File: config.mk
export PLATFORM = sky130hd
export DESIGN_NAME = sequencer_datapath
export DESIGN_NICKNAME = d
export VERILOG_FILES = /design/src/rtl/sequencer_pkg.sv /design/src/rtl/voice_channel.sv /design/src/rtl/sequencer_datapath.sv
export SDC_FILE = /design/constraint.sdc
export NUM_CORES = 1
export LEC_CHECK = 0
export BUFFER_PORTS_ARGS = -buffer_cell sky130_fd_sc_hd__buf_2
export CAP_MARGIN = 20
export CORE_UTILIZATION = 57
export DETAILED_ROUTE_END_ITERATION = 10
export PLACE_DENSITY_LB_ADDON = 0.25
export SLEW_MARGIN = 20
export SYNTH_ARGS = -nofsm -noshare
export SYNTH_HDL_FRONTEND = slang
export SYNTH_SLANG_ARGS = --single-unit
File: constraint.sdc
create_clock -name clk -period 4.95 [get_ports clk]
set_input_delay 0.495 -clock clk [delete_from_list [all_inputs] [get_ports clk]]
set_output_delay 0.495 -clock clk [all_outputs]
set_load 0.01 [all_outputs]
File: src/rtl/sequencer_pkg.sv
`default_nettype none
// ============================================================================
// Package : sequencer_pkg
// Purpose : Shared sizes and types for the drum-sequencer datapath.
// Rev     : 1.0  initial release
// ============================================================================
package sequencer_pkg;
  localparam int NUM_VOICES = 4;
  localparam int NUM_STEPS  = 8;
  localparam int STEP_W     = 3;
  localparam int BPM_W      = 8;

  typedef logic [STEP_W-1:0]     beat_idx_t;
  typedef logic [NUM_VOICES-1:0] voice_mask_t;
  typedef logic [NUM_STEPS-1:0]  step_pat_t;

  function automatic step_pat_t step_onehot(input beat_idx_t idx);
    step_pat_t r;
    r      = '0;
    r[idx] = 1'b1;
    return r;
  endfunction
endpackage
`default_nettype wire

File: src/rtl/voice_channel.sv
`default_nettype none
// ============================================================================
// Module  : voice_channel
// Purpose : One sequencer voice: hit strobe -> trigger pulse, gate timer and,
//           with SEQ_TONE_EN defined, a gated square-wave tone.
// Rev     : 1.0  initial release
// ============================================================================
module voice_channel #(
  parameter int GATE_CYCLES = 2_500_000
`ifdef SEQ_TONE_EN
  , parameter int TONE_HALF = 25000
`endif
) (
  input  logic clk,
  input  logic reset,
  input  logic play_i,
  input  logic hit_i,
  output logic trig_o,
  output logic gate_o
`ifdef SEQ_TONE_EN
  , output logic tone_o
`endif
);
  localparam int                CNT_W     = $clog2(GATE_CYCLES + 1);
  localparam logic [CNT_W-1:0]  GATE_LOAD = CNT_W'(GATE_CYCLES);

  logic             trig_q;
  logic [CNT_W-1:0] cnt_q, cnt_d;

  // A hit reloads the timer even while it is still running (retrigger).
  always_comb begin
    cnt_d = cnt_q;
    if (!play_i)              cnt_d = '0;
    else if (hit_i)           cnt_d = GATE_LOAD;
    else if (cnt_q != '0)     cnt_d = cnt_q - CNT_W'(1);
  end

  always_ff @(posedge clk or negedge reset) begin
    if (!reset) begin
      trig_q <= 1'b0;
      cnt_q  <= '0;
    end else begin
      trig_q <= hit_i & play_i;
      cnt_q  <= cnt_d;
    end
  end

  assign trig_o = trig_q & play_i;
  assign gate_o = (cnt_q != '0);

`ifdef SEQ_TONE_EN
  localparam int               PH_W    = $clog2(TONE_HALF + 1);
  localparam logic [PH_W-1:0]  PH_LAST = PH_W'(TONE_HALF - 1);

  logic [PH_W-1:0] ph_q, ph_d;
  logic            sq_q, sq_d;

  always_comb begin
    ph_d = ph_q;
    sq_d = sq_q;
    if (!play_i || (cnt_d == '0)) begin
      ph_d = '0;
      sq_d = 1'b0;
    end else if (hit_i) begin
      ph_d = '0;
      sq_d = 1'b1;
    end else if (ph_q == PH_LAST) begin
      ph_d = '0;
      sq_d = ~sq_q;
    end else begin
      ph_d = ph_q + PH_W'(1);
    end
  end

  always_ff @(posedge clk or negedge reset) begin
    if (!reset) begin
      ph_q <= '0;
      sq_q <= 1'b0;
    end else begin
      ph_q <= ph_d;
      sq_q <= sq_d;
    end
  end

  assign tone_o = sq_q & gate_o;
`endif
endmodule
`default_nettype wire

File: src/rtl/sequencer_datapath.sv
`default_nettype none
// ============================================================================
// Module  : sequencer_datapath
// Purpose : Pattern/BPM registers, eighth-note tempo generator and per-voice
//           hit decode for the drum-sequencer FSM. Define SEQ_TONE_EN to add
//           square-wave tones mixed onto audio_out.
// Rev     : 1.0  initial release
// ============================================================================
module sequencer_datapath
  import sequencer_pkg::*;
#(
  parameter int CLK_HZ      = 50_000_000,
  parameter int GATE_CYCLES = 2_500_000
`ifdef SEQ_TONE_EN
  , parameter int TONE_HALF0 = 25000
  , parameter int TONE_HALF1 = 18000
  , parameter int TONE_HALF2 = 12000
  , parameter int TONE_HALF3 = 8000
`endif
) (
  input  logic                  clk,
  input  logic                  reset,
  input  logic                  ld_ins1,
  input  logic                  ld_ins2,
  input  logic                  ld_ins3,
  input  logic                  ld_ins4,
  input  logic                  ld_bpm,
  input  logic                  play,
  input  logic [STEP_W-1:0]     timing,
  input  logic [7:0]            data_in,
  output logic                  beat_tick,
  output logic [NUM_VOICES-1:0] voice_trig,
  output logic [NUM_VOICES-1:0] voice_gate,
  output logic [NUM_STEPS-1:0]  step_led,
  output logic                  audio_out
);
  // 30 * CLK_HZ accumulated at bpm per cycle gives two ticks per beat.
  localparam int               THRESH   = CLK_HZ * 30;
  localparam int               ACC_W    = $clog2(THRESH + 256);
  localparam logic [ACC_W-1:0] THRESH_V = ACC_W'(THRESH);

  step_pat_t        pat_q [NUM_VOICES];
  logic [BPM_W-1:0] bpm_q;
  logic [ACC_W-1:0] acc_q, acc_d, acc_sum;
  logic             tick_q, tick_d;
  step_pat_t        led_q;
  voice_mask_t      ld_vec, hit;
  logic             beat;

  assign ld_vec  = {ld_ins4, ld_ins3, ld_ins2, ld_ins1};
  assign acc_sum = acc_q + ACC_W'(bpm_q);
  assign beat    = tick_q & play;

  always_comb begin
    acc_d  = '0;
    tick_d = 1'b0;
    if (play) begin
      if (acc_sum >= THRESH_V) begin
        acc_d  = acc_sum - THRESH_V;
        tick_d = 1'b1;
      end else begin
        acc_d  = acc_sum;
      end
    end
  end

  always_ff @(posedge clk or negedge reset) begin
    if (!reset) begin
      for (int i = 0; i < NUM_VOICES; i++) pat_q[i] <= '0;
      bpm_q  <= '0;
      acc_q  <= '0;
      tick_q <= 1'b0;
      led_q  <= '0;
    end else begin
      for (int i = 0; i < NUM_VOICES; i++) begin
        if (ld_vec[i]) pat_q[i] <= data_in;
      end
      if (ld_bpm) bpm_q <= data_in;
      acc_q  <= acc_d;
      tick_q <= tick_d;
      led_q  <= play ? step_onehot(timing) : '0;
    end
  end

  // Timing is the FSM's pre-advance beat index on the tick cycle.
  always_comb begin
    hit = '0;
    for (int i = 0; i < NUM_VOICES; i++) hit[i] = beat & pat_q[i][timing];
  end

`ifdef SEQ_TONE_EN
  function automatic int tone_half(input int idx);
    case (idx)
      0:       return TONE_HALF0;
      1:       return TONE_HALF1;
      2:       return TONE_HALF2;
      default: return TONE_HALF3;
    endcase
  endfunction

  voice_mask_t tone;
  logic        audio_q;
`endif

  for (genvar gi = 0; gi < NUM_VOICES; gi++) begin : g_voice
    voice_channel #(
      .GATE_CYCLES (GATE_CYCLES)
`ifdef SEQ_TONE_EN
      , .TONE_HALF (tone_half(gi))
`endif
    ) u_voice (
      .clk    (clk),
      .reset  (reset),
      .play_i (play),
      .hit_i  (hit[gi]),
      .trig_o (voice_trig[gi]),
      .gate_o (voice_gate[gi])
`ifdef SEQ_TONE_EN
      , .tone_o (tone[gi])
`endif
    );
  end

`ifdef SEQ_TONE_EN
  always_ff @(posedge clk or negedge reset) begin
    if (!reset) audio_q <= 1'b0;
    else        audio_q <= |tone;
  end
  assign audio_out = audio_q;
`else
  assign audio_out = 1'b0;
`endif

  assign beat_tick = beat;
  assign step_led  = led_q;
endmodule
`default_nettype wire

==> results.py, run 1 <==
metrics = {
    "run_status": {
        "run_status": "finished clean",
    },
    "layout": {
        "syn_to_final_growth_pct": 9.15,
        "num_antenna_cells": 0,
        "layoutNonFillerInstCount": 1193,
        "utilization_pct": 64.4,
        "drive_above_1_share_pct": 15.3,
        "nFillCells": 1356,
        "final_nets": 997,
    },
    "clock_tree": {
        "clock_sinks": 172,
        "cts_setup_buffers": 0,
        "cts-root-buf": "clkbuf_16",
        "worstSkewPairLatency_ns": 0.43,
        "h-tree-depth": 4,
        "clockBufferDepth": 2,
        "ctsResizeCount": 0,
        "cts_buffers": 17,
        "cts_tree": "built",
        "path_clk_slew_ns": 0.07,
        "ctsHoldBuffers": 0,
    },
    "placement": {
        "dp_slack_ns": 0.444,
        "io_buffers": 35,
        "place.gp.congestion": 0.932,
        "dpl.cell_count": 1161,
        "hpwl_um": 13300,
    },
    "floorplanning": {
        "die_h_um": 131,
        "initial_core_util_pct": 59.0,
        "fp.coreArea_um2": 16000,
        "io-pin-count": 37,
        "row_count": 46,
        "dieArea_um2": 17100,
        "die_w_um": 131,
    },
    "global_routing": {
        "grt_overflow_total": 0,
        "grt_first_pass_wirelength_um": 32900,
        "grt_max_degree": 109,
        "antenna_found_initial": 0,
        "grt_usage_pct": 25.0,
        "grt_pass1_vias": 6683,
    },
    "worst_setup_path": {
        "reg2reg_depth": 13,
        "critPathRequiredTime_ns": 5.31,
        "regToRegStartpoint": "bpm_q[0]$_DFFE_PN0P_",
        "r2r_slack_ns": 0.43,
        "critical_path.max_stage_delay_ns": 0.52,
        "crit_path_top_delay_cell": "or4_1",
        "startpoint_type": "flip-flop",
        "r2r_end": "acc_q[28]$_DFF_PN0_",
        "cpLargestDelayFamily": "compound AO/OA/AOI/OAI gates",
        "path_buf_inv": 1,
        "endpoint_kind": "flip-flop",
        "critical_path_arrival_ns": 4.87,
        "cp_cell_sequence": "ha_1, fa_1, a211o_1, a211o_1, a221oi_4, ha_1, inv_1, a2111oi_0, and4b_1, a41oi_2, and2_4, or4_1, a21oi_1",
        "path_class": "reg -> reg",
        "path_max_fanout": 14,
    },
    "timing": {
        "max_slew.worst_pin.slew_ns": 0.972,
        "timing.setup.tns_ns": 0,
        "period_share_pct": 91.2,
        "fmax_mhz": 221,
        "fin_skew_ns": 0.00940,
        "layout_setup_ws_ns": 0.434,
        "setup-violations-final": 0,
        "slew_violations": 0,
        "slew_headroom_pct": 35.2,
        "final_hold_viol_count": 0,
        "rsz0062_at_grt": "false",
        "layout_min_cycle_time_ns": 4.52,
    },
    "synth": {
        "yosys.cell_count.top_type": "dfrtp_1",
        "synthFlopType": "dfrtp_1",
        "syn_area_per_cell_um2": 9.94,
        "ys_warn_count": 0,
        "postSynthCellCount": 949,
        "synthArstFlopShare_pct": 100,
        "synth_enable_flop_cells": 0,
        "ys_top_cells_by_count": "dfrtp_1, nor2_1, xnor2_1",
        "syn_nets": 982,
        "synth.top_cell.area_share_pct": 45.6,
        "synth-seq-cells": 172,
        "synth_cell_type_count": 79,
        "yosysTopAreaCell": "dfrtp_1",
        "synth_area_um2": 9440,
        "synth_area_leaders": "dfrtp_1, xnor2_1, mux2_2",
        "yosysSeqAreaShare_pct": 45.6,
    },
    "drt": {
        "ant_nets": 0,
        "drtIter0Drc": 494,
        "route.detailed.drc": 0,
        "vias": 7002,
        "firstDrtPassIters": 4,
        "drt-total-wl_um": 19700,
        "wl_per_cell_um": 16.5,
        "vias_per_cell": 5.87,
    },
    "hold_path": {
        "holdCritPathClass": "in -> async",
    },
    "flow_run": {
        "drv_cap": 0,
    },
    "pwr": {
        "total_power_w": 0.00529,
        "cellPowerDensity_nw_per_um2": 513,
        "p_leak_nw": 4.50,
        "irDropWorstVdd_mv": 0.314,
    },
}
==> logic make-up (layout without fill, tap and decap cells) <==
family,count (synthesis),count (layout),synth area share (%)
xor+xnor,97,97,9.24
other cells,1,1,0.0397
compound gates,167,167,11.6
buf+inv,66,94,3.21
fa+ha+maj,15,15,2.04
mux,62,62,7.68
flops,172,172,45.6
simple gates,369,369,20.5
==> area by class of cell <==
| class | count | area, µm² | share of cell area, % |
|---|---|---|---|
| multi-input cells | 711 | 4830 | 46.9 |
| flip-flops and latches | 172 | 4300 | 41.8 |
| clock buffers | 18 | 439 | 4.26 |
| well taps | 216 | 270 | 2.62 |
| repair buffers | 40 | 219 | 2.13 |
| clock inverters | 14 | 155 | 1.51 |
| inverters | 22 | 82.6 | 0.802 |
==> cell usage in the layout (no fill, tap or decap), types with 5 or more instances in the layout <==
| cell type | n |
|---|---|
| dfrtp_1 | 172 |
| nor2_1 | 102 |
| xnor2_1 | 63 |
| nand2_1 | 59 |
| a21oi_1 | 50 |
| o21ai_0 | 44 |
| mux2_2 | 43 |
| nor3_1 | 38 |
| buf_2 | 34 |
| xor2_1 | 31 |
| and2_1 | 24 |
| or3_1 | 23 |
| inv_1 | 21 |
| nor4_1 | 21 |
| nand3_1 | 18 |
| clkbuf_16 | 17 |
| mux2i_1 | 15 |
| nand4_1 | 14 |
| ha_1 | 13 |
| nand2b_1 | 11 |
| a211oi_1 | 11 |
| nor3b_1 | 8 |
| nor2b_1 | 8 |
| a21o_1 | 7 |
| a31oi_1 | 7 |
| o211ai_1 | 6 |
| and3_1 | 6 |
| or2_2 | 5 |
| o21a_1 | 5 |
| o31ai_1 | 5 |
| or4_1 | 5 |
| nor4b_1 | 5 |
| buf_4 | 5 |
==> report_power, final <==
part / switching, W / internal, W / total, W / leakage, nW
sequential: 0.000249 / 0.00170 / 0.00195 / 2.26
combinational: 0.00114 / 0.000861 / 0.00200 / 1.95
clock: 0.000611 / 0.000729 / 0.00134 / 0.294
total: 0.00200 / 0.00329 / 0.00529 / 4.50
==> how the worst max path moves through the flow <==
stage	start	depth (start not counted)	to	slack (ns)
after detailed placement	bpm_q[0]$_DFFE_PN0P_	13	acc_q[28]$_DFF_PN0_	0.44
after global placement	bpm_q[0]$_DFFE_PN0P_	13	acc_q[28]$_DFF_PN0_	0.59
final	bpm_q[0]$_DFFE_PN0P_	13	acc_q[28]$_DFF_PN0_	0.43
after CTS	bpm_q[0]$_DFFE_PN0P_	13	acc_q[28]$_DFF_PN0_	0.43
after global routing	bpm_q[0]$_DFFE_PN0P_	13	acc_q[28]$_DFF_PN0_	0.24
after floorplan	bpm_q[0]$_DFFE_PN0P_	14	acc_q[28]$_DFF_PN0_	0.90
==> state kept, by name (all words and copies together) (netlist names) <==
register,flops
pat_q,32
g_voice.u_voice.trig_q,4
step_led,8
g_voice.u_voice.cnt_q,88
acc_q,31
tick_q,1
bpm_q,8
==> routing by layer <==
| layer | vias up | routed length, µm | track usage (%) |
|---|---|---|---|
| li1 | 3401 | - | - |
| met1 | 3408 | 9310 | 34.1 |
| met2 | 159 | 9290 | 40.1 |
| met3 | 34 | 715 | 4.32 |
| met4 | 0 | 374 | 9.47 |
| met5 | - | 0 | 0 |
==> metrics by stage <==
| step | hold WS [ns] | cell area, µm² |
|---|---|---|
| after global placement | 0.485 | 9710 |
| after floorplan | 0.199 | 9440 |
| final | 0.168 | 10300 |
| after global routing | 0.256 | 10300 |
| after detailed placement | 0.496 | 9710 |
| after CTS | 0.219 | 10300 |
Power figures use the tool's default switching activity.
==> run 2, diff against run 1 <==
--- a/config.mk
+++ b/config.mk
@@ -10,6 +10,7 @@
 export CORE_UTILIZATION = 57
 export DETAILED_ROUTE_END_ITERATION = 10
 export PLACE_DENSITY_LB_ADDON = 0.25
+export REMOVE_ABC_BUFFERS = 1
 export SLEW_MARGIN = 20
 export SYNTH_ARGS = -nofsm -noshare
 export SYNTH_HDL_FRONTEND = slang
==> results.py, run 2 (same netlist as run 1, synthesis figures left out) <==
metrics = {
    "timing": {
        "fmax_mhz": 219,
        "slew_headroom_pct": 34.0,
        "max_slew.worst_pin.slew_ns": 0.981,
        "rsz0062_at_grt": "false",
        "holdWs_ns": 0.119,
        "layout_min_cycle_time_ns": 4.56,
        "timing.setup.tns_ns": 0,
        "setup-violations-final": 0,
        "period_share_pct": 92.2,
        "slew_violations": 0,
        "final_hold_viol_count": 0,
        "fin_skew_ns": 0.00873,
    },
    "floorplanning": {
        "io-pin-count": 37,
        "initial_core_util_pct": 59.0,
        "dieArea_um2": 17100,
        "row_count": 46,
        "die_w_um": 131,
        "fp.coreArea_um2": 16000,
        "die_h_um": 131,
    },
    "layout": {
        "utilization_pct": 64.2,
        "final_cell_mix": "dfrtp_1, nor2_1, xnor2_1, nand2_1, a21oi_1",
        "reg_top3": "g_voice.u_voice.cnt_q (88), pat_q (32), acc_q (31)",
        "num_antenna_cells": 0,
        "largest_register_ffs": 88,
        "syn_to_final_growth_pct": 8.91,
        "drive_above_1_share_pct": 15.2,
        "layout_commonest_cell": "dfrtp_1",
        "final_nets": 996,
        "largest_register": "g_voice.u_voice.cnt_q",
    },
    "placement": {
        "io_buffers": 35,
        "place.gp.congestion": 0.860,
        "hpwl_um": 13400,
    },
    "clock_tree": {
        "ctsHoldBuffers": 0,
        "worstSkewPairLatency_ns": 0.43,
        "cts-root-buf": "clkbuf_16",
        "clockBufferDepth": 2,
        "cts_buffers": 17,
        "ctsResizeCount": 0,
        "clock_sinks": 172,
        "path_clk_slew_ns": 0.07,
        "h-tree-depth": 4,
        "cts_setup_buffers": 0,
        "cts_tree": "built",
    },
    "worst_setup_path": {
        "startpoint_type": "flip-flop",
        "critical_path.max_stage_delay_ns": 0.52,
        "critPathRequiredTime_ns": 5.30,
        "critical_path_arrival_ns": 4.91,
        "crit_path_top_delay_cell": "or4_1",
        "r2r_slack_ns": 0.39,
        "path_class": "reg -> reg",
        "endpoint_kind": "flip-flop",
        "cp_cell_sequence": "ha_1, fa_1, a211o_1, a211o_1, a221oi_4, ha_1, inv_1, a2111oi_0, and4b_1, a41oi_2, and2_4, or4_1, a21oi_1",
        "path_max_fanout": 14,
    },
    "drt": {
        "firstDrtPassIters": 5,
        "route.detailed.drc": 0,
        "drt-total-wl_um": 19300,
        "ant_nets": 0,
        "routed.top_layer": "met4",
        "vias": 6971,
        "wl_met3_um": 708,
        "drtIter0Drc": 430,
        "dr_wl_met2_um": 9100,
        "vias_per_cell": 5.85,
        "wl_per_cell_um": 16.2,
        "met1_length_um": 9260,
    },
    "global_routing": {
        "grt_pass1_vias": 6600,
        "grt_overflow_total": 0,
        "antenna_found_initial": 0,
        "grt_first_pass_wirelength_um": 32300,
        "grt_max_degree": 89,
        "grt_usage_pct": 24.3,
    },
    "pwr": {
        "irDropWorstVdd_mv": 0.329,
        "cellPowerDensity_nw_per_um2": 512,
        "p_leak_nw": 4.47,
    },
    "hold_path": {
        "holdCritPathClass": "in -> async",
    },
    "flow_run": {
        "drv_cap": 0,
    },
    "run_status": {
        "run_status": "finished clean",
    },
}
## run 2: cell count changes in the layout (fill, tap and decap cells not counted)
cell,delta
buf_4,-1
clkbuf_8,-1
clkinv_4,-4
clkinvlp_4,+4
inv_6,+3
inv_8,-2
## run 2: power by group
group / switching, W / internal, W
logic: 0.00114 / 0.000861
clock network: 0.000604 / 0.000710
registers: 0.000254 / 0.00170
total: 0.00200 / 0.00327
## run 2: critical path: cells and delay by family, from the launching register on
family	cells	cell delay (ns)
flip-flops	1	0.39
adder cells (fa/ha/maj)	3	0.92
AO/OA/AOI/OAI	6	2.03
buffers and inverters	1	0.06
AND/OR/NAND/NOR	3	1.07
## run 2: cell type report
type                            instances  area (µm²)
Fill cell                            1328        5720
Multi-Input combinational cell        711        4830
Sequential cell                       172        4300
Clock buffer                           17         425
Tap cell                              216         270
Timing Repair Buffer                   39         211
Clock inverter                         15         154
Inverter                               22        82.6
## run 2: stage by stage
| stage | std cells | total power (W) | worst slack [ns] | cell area (µm²) |
|---|---|---|---|---|
| after global placement | 1160 | 0.00389 | 0.533 | 9700 |
| after CTS | 1192 | 0.00529 | 0.430 | 10300 |
| after detailed placement | 1160 | 0.00395 | 0.428 | 9700 |
| after global routing | 1192 | 0.00564 | 0.134 | 10300 |
| final | 1192 | 0.00527 | 0.387 | 10300 |
| after floorplan | 905 | 0.00351 | 0.854 | 9220 |
## run 2: final timing paths
kind | startpoint | end | cells after the start
max | bpm_q[0]$_DFFE_PN0P_ | acc_q[28]$_DFF_PN0_ | 13
min | reset | g_voice[2].u_voice.cnt_q[3]$_DFFE_PN0P_ | 1
min reg2reg | pat_q[20]$_DFFE_PN0P_ | pat_q[20]$_DFFE_PN0P_ | 1
max in group asynchronous | reset | pat_q[3]$_DFFE_PN0P_ | 2
max reg2reg | bpm_q[0]$_DFFE_PN0P_ | acc_q[28]$_DFF_PN0_ | 13
min in group clk | data_in[6] | bpm_q[6]$_DFFE_PN0P_ | 2
## run 2: per-layer routing
metal,global-route usage [%],vias up
met1,33.5,3428
met4,7.71,0
met3,4.89,25
met5,0,-
li1,-,3395
met2,38.9,123
==> run 3, diff against run 2 <==
==> constraint.sdc (replaced) <==
create_clock -name clk -period 4.2 [get_ports clk]
set_input_delay 0.42 -clock clk [delete_from_list [all_inputs] [get_ports clk]]
set_output_delay 0.42 -clock clk [all_outputs]
set_load 0.01 [all_outputs]
==> results.py, run 3 (same netlist as run 1, synthesis figures left out) <==
metrics = {
    "run_status": {
        "run_status": "finished clean",
    },
    "clock_tree": {
        "clockBufferDepth": 2,
        "h-tree-depth": 4,
        "worstSkewPairLatency_ns": 0.43,
        "path_clk_slew_ns": 0.07,
        "clock_sinks": 172,
        "cts-root-buf": "clkbuf_16",
        "ctsHoldBuffers": 0,
        "cts_tree": "built",
        "cts_buffers": 17,
    },
    "drt": {
        "wl_per_cell_um": 16.2,
        "firstDrtPassIters": 5,
        "drtIter0Drc": 520,
        "route.detailed.drc": 0,
        "ant_nets": 0,
        "drt-total-wl_um": 19400,
        "vias": 6992,
        "vias_per_cell": 5.81,
    },
    "worst_setup_path": {
        "r2r_end": "acc_q[28]$_DFF_PN0_",
        "endpoint_kind": "flip-flop",
        "reg2reg_depth": 13,
        "path_common_cell": "a211o_1",
        "regToRegStartpoint": "bpm_q[0]$_DFFE_PN0P_",
        "critPathRequiredTime_ns": 4.55,
        "path_buf_inv": 1,
        "path_max_fanout": 8,
        "critPathLaunch": "bpm_q[0]$_DFFE_PN0P_",
        "cp_cell_sequence": "ha_1, fa_1, a211o_1, a211o_1, a221oi_4, ha_2, inv_1, a2111oi_1, and4b_1, a41oi_2, and2_4, or4_1, a21oi_1",
        "critical_path_arrival_ns": 4.36,
        "endpoint": "acc_q[28]$_DFF_PN0_",
        "r2r_slack_ns": 0.20,
        "crit_path_top_delay_cell": "or4_1",
        "startpoint_type": "flip-flop",
        "cpLargestDelayFamily": "compound AO/OA/AOI/OAI gates",
        "path_class": "reg -> reg",
        "worst-path-stages": 13,
        "critical_path.max_stage_delay_ns": 0.52,
    },
    "hold_path": {
        "holdCritPathClass": "in -> async",
    },
    "floorplanning": {
        "io-pin-count": 37,
        "fp.coreArea_um2": 16000,
        "initial_core_util_pct": 59.0,
        "dieArea_um2": 17100,
        "die_w_um": 131,
        "row_count": 46,
        "die_h_um": 131,
    },
    "timing": {
        "setup-violations-final": 0,
        "period_share_pct": 95.3,
        "layout_min_cycle_time_ns": 4.00,
        "slew_headroom_pct": 39.7,
        "slew_violations": 0,
        "fin_skew_ns": 0.00750,
        "final_hold_viol_count": 0,
        "timing.setup.tns_ns": 0,
        "fmax_mhz": 250,
        "rsz0062_at_grt": "false",
        "max_slew.worst_pin.slew_ns": 0.905,
        "layout_setup_ws_ns": 0.196,
    },
    "placement": {
        "hpwl_um": 13100,
        "dpl-instance-area_um2": 9790,
        "place.gp.congestion": 0.876,
        "dp_slack_ns": 0.167,
        "io_buffers": 35,
    },
    "pwr": {
        "cellPowerDensity_nw_per_um2": 599,
        "irDropWorstVdd_mv": 0.412,
        "p_leak_nw": 4.55,
    },
    "global_routing": {
        "antenna_found_initial": 0,
        "grt_max_degree": 115,
        "grt_usage_pct": 24.7,
        "grt_first_pass_wirelength_um": 32600,
        "grt_overflow_total": 0,
        "grt_pass1_vias": 6681,
    },
    "layout": {
        "reg_top3": "g_voice.u_voice.cnt_q (88), pat_q (32), acc_q (31)",
        "nFillCells": 1311,
        "layout_commonest_cell": "dfrtp_1",
        "drive_above_1_share_pct": 16.4,
        "num_antenna_cells": 0,
        "final_cell_mix": "dfrtp_1, nor2_1, xnor2_1, nand2_1, a21oi_1",
        "largest_register_ffs": 88,
        "final_cell_area_um2": 10400,
        "largest_register": "g_voice.u_voice.cnt_q",
        "syn_to_final_growth_pct": 10.2,
        "final_nets": 1007,
    },
    "flow_run": {
        "drv_cap": 0,
    },
}
## run 3: per-layer routing
layer / wire (µm) / vias up / global-route usage, %
met5: 0 / - / 0
met4: 327 / 0 / 8.59
met3: 829 / 29 / 5.37
met2: 9110 / 148 / 39.0
met1: 9180 / 3393 / 33.8
li1: - / 3422 / -
## run 3: timing repair
| action | in CTS | in global routing |
|---|---|---|
| buffers inserted | 0 | 1 |
| endpoints found under the setup margin | 0 | 1 |
| gates resized for setup | 0 | 5 |
## run 3: worst min-delay path by stage
stage | startpoint | depth (start not counted) | slack, ns | end
after global placement | pat_q[19]$_DFFE_PN0P_ | 1 | 0.49 | pat_q[19]$_DFFE_PN0P_
after floorplan | reset | 0 | 0.12 | acc_q[0]$_DFF_PN0_
after detailed placement | pat_q[19]$_DFFE_PN0P_ | 1 | 0.49 | pat_q[19]$_DFFE_PN0P_
final | reset | 1 | 0.10 | g_voice[2].u_voice.cnt_q[4]$_DFFE_PN0P_
after global routing | reset | 1 | 0.18 | g_voice[2].u_voice.cnt_q[1]$_DFFE_PN0P_
after CTS | reset | 1 | 0.19 | g_voice[2].u_voice.cnt_q[4]$_DFFE_PN0P_
## run 3: worst reg2reg max path, delay by kind of cell (launching register included)
family / cells / cell delay [ns]
compound gates: 6 / 1.62
fa+ha+maj: 3 / 0.90
buf+inv: 1 / 0.05
flops: 1 / 0.38
simple gates: 3 / 0.97
## run 3: where the power goes
part	internal, W	total, W	switching, W
logic	0.00105	0.00239	0.00134
registers	0.00200	0.00229	0.000292
clock network	0.000845	0.00154	0.000699
## run 3: stage by stage
stage | hold WS [ns] | utilization (%) | total power, W | cells
floorplan | 0.124 | - | 0.00414 | 905
global placement | 0.487 | 61.2 | 0.00462 | 1170
detailed placement | 0.494 | 61.2 | 0.00467 | 1170
CTS | 0.190 | 64.8 | 0.00624 | 1202
global route | 0.178 | 65.0 | 0.00667 | 1203
finish | 0.102 | 65.0 | 0.00623 | 1203
## run 3: area by class of cell
| class | instances | area (µm²) | area share [%] |
|---|---|---|---|
| Timing Repair Buffer | 50 | 309 | 2.97 |
| Clock buffer | 18 | 439 | 4.22 |
| Clock inverter | 14 | 135 | 1.30 |
| Multi-Input combinational cell | 711 | 4860 | 46.7 |
| Sequential cell | 172 | 4300 | 41.4 |
| Inverter | 22 | 82.6 | 0.794 |
| Tap cell | 216 | 270 | 2.60 |
